$ cat src/rtl/repetition_ecc_pipe.sv
// repetition_ecc_pipe: 2-stage repetition-code encoder / majority-vote decoder
// with scrub re-encode, per-beat status and saturating error statistics.
module repetition_ecc_pipe #(
  parameter int DATA_WIDTH        = 8,
  parameter int REPETITION_FACTOR = 3,
  parameter int CNT_WIDTH         = 16
) (
  input  logic                                    clk,
  input  logic                                    rst_n,
  input  logic                                    mode,
  input  logic                                    in_valid,
  output logic                                    in_ready,
  input  logic [DATA_WIDTH-1:0]                   data_in,
  input  logic [DATA_WIDTH*REPETITION_FACTOR-1:0] codeword_in,
  output logic                                    out_valid,
  input  logic                                    out_ready,
  output logic [DATA_WIDTH*REPETITION_FACTOR-1:0] codeword_out,
  output logic [DATA_WIDTH-1:0]                   data_out,
  output logic                                    error_detected,
  output logic                                    error_corrected,
  output logic                                    uncorrectable,
  output logic [$clog2(DATA_WIDTH+1)-1:0]         group_err_count,
  input  logic                                    clr_stats,
  output logic [CNT_WIDTH-1:0]                    corrected_count,
  output logic [CNT_WIDTH-1:0]                    uncorrectable_count
);
  localparam int DW = DATA_WIDTH;
  localparam int R  = REPETITION_FACTOR;
  localparam int GW = $clog2(DATA_WIDTH+1);
  localparam int OW = $clog2(REPETITION_FACTOR+1);

  typedef struct packed {
    logic [DW*R-1:0] cw;
    logic [DW-1:0]   d;
    logic            det;
    logic            cor;
    logic            unc;
    logic [GW-1:0]   gec;
  } beat_t;

  beat_t                s1_d, s1_q, s2_q;
  logic                 s1_v_q, s2_v_q, s1_adv, s2_adv, hs, tie;
  logic [DW-1:0]        dec, src;
  logic [OW-1:0]        ones;
  logic [GW-1:0]        gcnt;
  logic [CNT_WIDTH-1:0] corr_d, corr_q, unc_d, unc_q;

  assign s2_adv   = !s2_v_q || out_ready;
  assign s1_adv   = !s1_v_q || s2_adv;
  assign in_ready = s1_adv;
  assign hs       = s2_v_q && out_ready;

  // Even R: a group with exactly half ones is a tie, resolved to 0 and flagged.
  always_comb begin
    dec  = '0;
    tie  = 1'b0;
    gcnt = '0;
    ones = '0;
    s1_d = '0;
    for (int i = 0; i < DW; i++) begin
      ones = '0;
      for (int j = 0; j < R; j++) ones = ones + OW'(codeword_in[i*R+j]);
      dec[i] = 2 * int'(ones) > R;
      tie    = tie || (2 * int'(ones) == R);
      gcnt   = gcnt + GW'(ones != '0 && int'(ones) != R);
    end
    src = mode ? dec : data_in;
    for (int i = 0; i < DW; i++) s1_d.cw[i*R +: R] = {R{src[i]}};
    s1_d.d   = src;
    s1_d.gec = mode ? gcnt : '0;
    s1_d.det = mode && gcnt != '0;
    s1_d.unc = mode && tie;
    s1_d.cor = mode && gcnt != '0 && !tie;
  end

  assign corr_d = clr_stats ? '0 : (hs && s2_q.cor && !(&corr_q)) ? corr_q + 1'b1 : corr_q;
  assign unc_d  = clr_stats ? '0 : (hs && s2_q.unc && !(&unc_q)) ? unc_q + 1'b1 : unc_q;

  always_ff @(posedge clk or negedge rst_n) begin
    if (!rst_n) begin
      s1_v_q <= 1'b0;
      s1_q   <= '0;
      s2_v_q <= 1'b0;
      s2_q   <= '0;
      corr_q <= '0;
      unc_q  <= '0;
    end else begin
      if (s1_adv) s1_v_q <= in_valid;
      if (s1_adv && in_valid) s1_q <= s1_d;
      if (s2_adv) s2_v_q <= s1_v_q;
      if (s2_adv && s1_v_q) s2_q <= s1_q;
      corr_q <= corr_d;
      unc_q  <= unc_d;
    end
  end

  assign out_valid           = s2_v_q;
  assign codeword_out        = s2_q.cw;
  assign data_out            = s2_q.d;
  assign error_detected      = s2_q.det;
  assign error_corrected     = s2_q.cor;
  assign uncorrectable       = s2_q.unc;
  assign group_err_count     = s2_q.gec;
  assign corrected_count     = corr_q;
  assign uncorrectable_count = unc_q;
endmodule
$ cat config.mk
export PLATFORM = sky130hd
export DESIGN_NAME = repetition_ecc_pipe
export DESIGN_NICKNAME = d
export VERILOG_FILES = /design/src/rtl/repetition_ecc_pipe.sv
export SDC_FILE = /design/constraint.sdc
export NUM_CORES = 1
export LEC_CHECK = 0
export CORE_UTILIZATION = 40
export CTS_BUF_LIST = sky130_fd_sc_hd__clkbuf_2
export DETAILED_ROUTE_END_ITERATION = 6
export HOLD_SLACK_MARGIN = 0.1
export PLACE_DENSITY = 0.73
export SETUP_SLACK_MARGIN = 0.02
export SYNTH_ARGS = -nofsm -noshare
export SYNTH_HDL_FRONTEND = slang
export SYNTH_SLANG_ARGS = --single-unit
$ cat constraint.sdc
create_clock -name clk -period 3.9 [get_ports clk]
set_input_delay 0.78 -clock clk [delete_from_list [all_inputs] [get_ports clk]]
set_output_delay 0.78 -clock clk [all_outputs]
set_load 0.02 [all_outputs]
==> out/qor.yml, run 1 <==
timing.reg2reg.worst_path_depth: 5
asr_flop_ratio_synth: 1.000
grt_first_pass_wirelength_mm: 9.832
clock_transition_at_the_registers_of_the_reported_paths_ns: 0.22
cts_tree: "yes"
layout.cell_area.non_filler_sq_um: 3557
p_sw_w: 0.0006650
synthDistinctLibCells: 38
numCtsBuffers: 5
num_io_pins: 111
slew_headroom: 0.3530
final_period_util: 1.004
grt_antenna_before_repair: 0
clk_latency_ns: 0.40
worstPathCellList: "buf_2 > inv_2 > fa_2 > xor2_2 > fa_1 > inv_2 > fa_1 > fa_1 > inv_1 > ha_2 > fa_2 > xor2_2 > o41ai_2 > o21ai_1"
synth.ff_latch_count: 44
die_w_um: 84.75
timing.critical_path.slowest_cell_delay_ns: 0.52
cp.required_ns: 4.19
antenna_cells: 0
numPortBuffers: 93
dominantRegCellSynth: "sky130_fd_sc_hd__dfrtp_1"
viasPerCell: 5.101
timing.final.ws_setup_ns: -0.01615
maxCapViolations: 0
violated_checks: "design-rule violations, negative setup slack"
dp_hpwl_mm: 4.360
cp_common_cell: "sky130_fd_sc_hd__fa_1"
syn_to_final_growth_pct: 29.88
post_dp_cell_area_sq_um: 3498
seqPwrFrac: 0.355
max_freq_mhz: 255.4
report.final.slew_viol_count: 0
synth.avg_cell_area_sq_um: 10.26
cts_hold_repair.buffers: 0
final-seq-area_sq_um: 1101
first_global_vias: 2173
synthTopCellsByArea: "sky130_fd_sc_hd__dfrtp_1, sky130_fd_sc_hd__buf_4, sky130_fd_sc_hd__fa_1"
worst-slew-pin-transition_ns: 0.9705
clock_sinks: 44
crit_type: "in -> reg"
clock_power_share: 0.109
cts.path.max_buffers: 2
core-area_sq_um: 6495
timing.hold.worst.class: "in -> async"
floorplan.initialDensity: 0.4217
power.density_nw_per_um2: 474.3
grt_max_degree: 45
design.die.area_sq_um: 7182
skew_ns: 0.01088
routed_wire_length_per_instance_um: 13.87
gp_congestion: 0.8017
synth.top_cell.area_share: 0.4020
detailedRoute.firstPassIterationCount: 7
grt_overflow_total: 0
groute.usage.overall: 0.1738
final_core_utilization: 0.5477
synthCells: 267
synthesis.yosys.warnings: 0
die_h_um: 84.75
cts.htree.levels: 2
multi_input_area_sq_um: 1350
remaining_drc_errors: 6
cts_root_buffer: "sky130_fd_sc_hd__clkbuf_2"
num-nets-final: 391
vdd_drop_max_mv: 0.2346
finalHoldViolCount: 0
layout-drive-gt1-share: 0.1573
synth_largest_area_cell: "sky130_fd_sc_hd__dfrtp_1"
wl_mm: 5.742
timing.critical_path.to_type: "register"
cp-start-kind: "input port"
dr.first_iter.drc_count: 52
synth_common_cells: "sky130_fd_sc_hd__dfrtp_1, sky130_fd_sc_hd__buf_4, sky130_fd_sc_hd__nand2_1, sky130_fd_sc_hd__o21ai_0, sky130_fd_sc_hd__a21oi_1"
num_vias: 2112
crit_path_top_delay_cell: "sky130_fd_sc_hd__fa_1"
std_cell_rows: 29
synth_area_sq_um: 2739
rsz_0062_raised_after_global_routing: "yes"
arrival_ns: 4.21
number_of_enable_flip_flop_cells_after_synthesis: 0
netSwitchingFraction: 0.3942
pwr-share-comb: 0.535
status: "complete, but fails checks"
leak_pwr_nw: 1.477
power_w: 0.001687
finalCriticalPeriod_ns: 3.916
yosys.cell_count.top_type: "sky130_fd_sc_hd__dfrtp_1"
final_setup_violation_count: 1
yosysSeqAreaShare: 0.4020
fillCellCount: 578
crit_fanout: 2
postRouteAntennaNets: 0
intPower_w: 0.001022
[area by class of cell]
cell class                 instances  area share
multi-input combinational        180      0.3795
sequential                        44      0.3095
timing repair buffer              98      0.2649
tap                               77     0.02708
inverter                           8    0.008442
clock buffer                       5    0.007035
clock inverter                     2    0.003517
[per-stage QoR]
step / TNS [ns] / cells / hold slack [ns] / worst slack, ns
floorplan: -0.2892 / 283 / 0.4460 / -0.2812
global placement: -2.308 / 406 / 0.4616 / -0.7954
detailed placement: -2.916 / 406 / 0.4679 / -0.9396
CTS: -0.01787 / 414 / 0.5135 / -0.01787
global route: -0.1016 / 414 / 0.5396 / -0.1016
finish: -0.01615 / 414 / 0.5019 / -0.01615
[layer usage]
layer / up-vias / GRT usage / share of wire
li1: 1013 / - / -
met4: 0 / 0.04777 / 0.010
met5: - / 0 / 0
met2: 78 / 0.3193 / 0.52
met1: 1016 / 0.1994 / 0.40
met3: 5 / 0.04523 / 0.069
[worst max-delay path: cells and delay by family]
family	cells	cell delay, ns
AO/OA/AOI/OAI	2	0.35
XOR/XNOR	2	0.36
adder cells (fa/ha/maj)	6	2.47
buffers and inverters	4	0.22
[flip-flops by register name, summed over array words and instances, names as in the netlist]
signal / cells
corrected_count: 16
s1_q: 13
data_out: 8
group_err_count: 4
error_detected: 1
out_valid: 1
s1_v_q: 1
[placed cells by master, fill, tap and decap left out, types with 3 or more instances in the layout]
cell type and n:
sky130_fd_sc_hd__nand4_1 6, sky130_fd_sc_hd__xnor2_1 4, sky130_fd_sc_hd__clkbuf_2 5, sky130_fd_sc_hd__o21ai_0 16, sky130_fd_sc_hd__conb_1 17, sky130_fd_sc_hd__o21ai_1 3
sky130_fd_sc_hd__mux2_2 13, sky130_fd_sc_hd__or4_1 7, sky130_fd_sc_hd__inv_2 4, sky130_fd_sc_hd__clkdlybuf4s50_1 83, sky130_fd_sc_hd__fa_2 3, sky130_fd_sc_hd__nand2b_1 4
sky130_fd_sc_hd__nor3_1 4, sky130_fd_sc_hd__xor2_2 3, sky130_fd_sc_hd__ha_1 3, sky130_fd_sc_hd__buf_2 6, sky130_fd_sc_hd__dfrtp_1 44, sky130_fd_sc_hd__inv_1 4
sky130_fd_sc_hd__o31ai_1 9, sky130_fd_sc_hd__buf_6 3, sky130_fd_sc_hd__buf_4 5, sky130_fd_sc_hd__and3_1 3, sky130_fd_sc_hd__nand2_1 25, sky130_fd_sc_hd__mux2i_1 7
sky130_fd_sc_hd__nand3_1 7, sky130_fd_sc_hd__fa_1 9, sky130_fd_sc_hd__a21oi_1 16
[power by group through the flow]
stage / clock (W) / sequential, W / combinational [W]
after global routing: 0.000210 / 0.000615 / 0.000992
final: 0.000184 / 0.000599 / 0.000903
after floorplan: 0 / 0.000652 / 0.000549
after CTS: 0.000192 / 0.000602 / 0.000915
after global placement: 0 / 0.000604 / 0.000830
after detailed placement: 0 / 0.000611 / 0.000854
[cells by family after synthesis]
family / share of synthesized area
AND/OR/NAND/NOR: 0.1466
AO/OA/AOI/OAI: 0.09456
buffers and inverters: 0.1416
XOR/XNOR: 0.02878
multiplexers: 0.07903
other: 0.001369
adder cells (fa/ha/maj): 0.1060
flip-flops: 0.4020
[worst paths after layout]
check                              startpoint             endpoint  slack [ns]
setup / recovery               codeword_in[2]              s1_q[6]       -0.02
hold / removal                          rst_n   corrected_count[6]        0.50
setup reg to reg           corrected_count[0]  corrected_count[12]        1.90
hold reg to reg                       s1_q[0]              s1_q[0]        0.51
max in group asynchronous               rst_n          data_out[0]        2.81
min in group clk                      s1_q[0]              s1_q[0]        0.51
[timing repair]
item / in CTS / in global routing
gates cloned: 0 / 0
pin swaps: 11 / 1
setup endpoints to repair: 4 / 3
gates resized for setup: 43 / 2
buffers inserted: 1 / 0
No activity file was read; power rests on OpenSTA's default activity.
==> inputs of run 2 (changes only) <==
--- a/config.mk
+++ b/config.mk
@@ -7,6 +7,7 @@
 export LEC_CHECK = 0
 export CORE_UTILIZATION = 40
 export CTS_BUF_LIST = sky130_fd_sc_hd__clkbuf_2
+export CTS_CLUSTER_DIAMETER = 80
 export DETAILED_ROUTE_END_ITERATION = 6
 export HOLD_SLACK_MARGIN = 0.1
 export PLACE_DENSITY = 0.73
==> results of run 2 <==
Same layout as run 1: the final DEF is identical, and so are final timing and power.
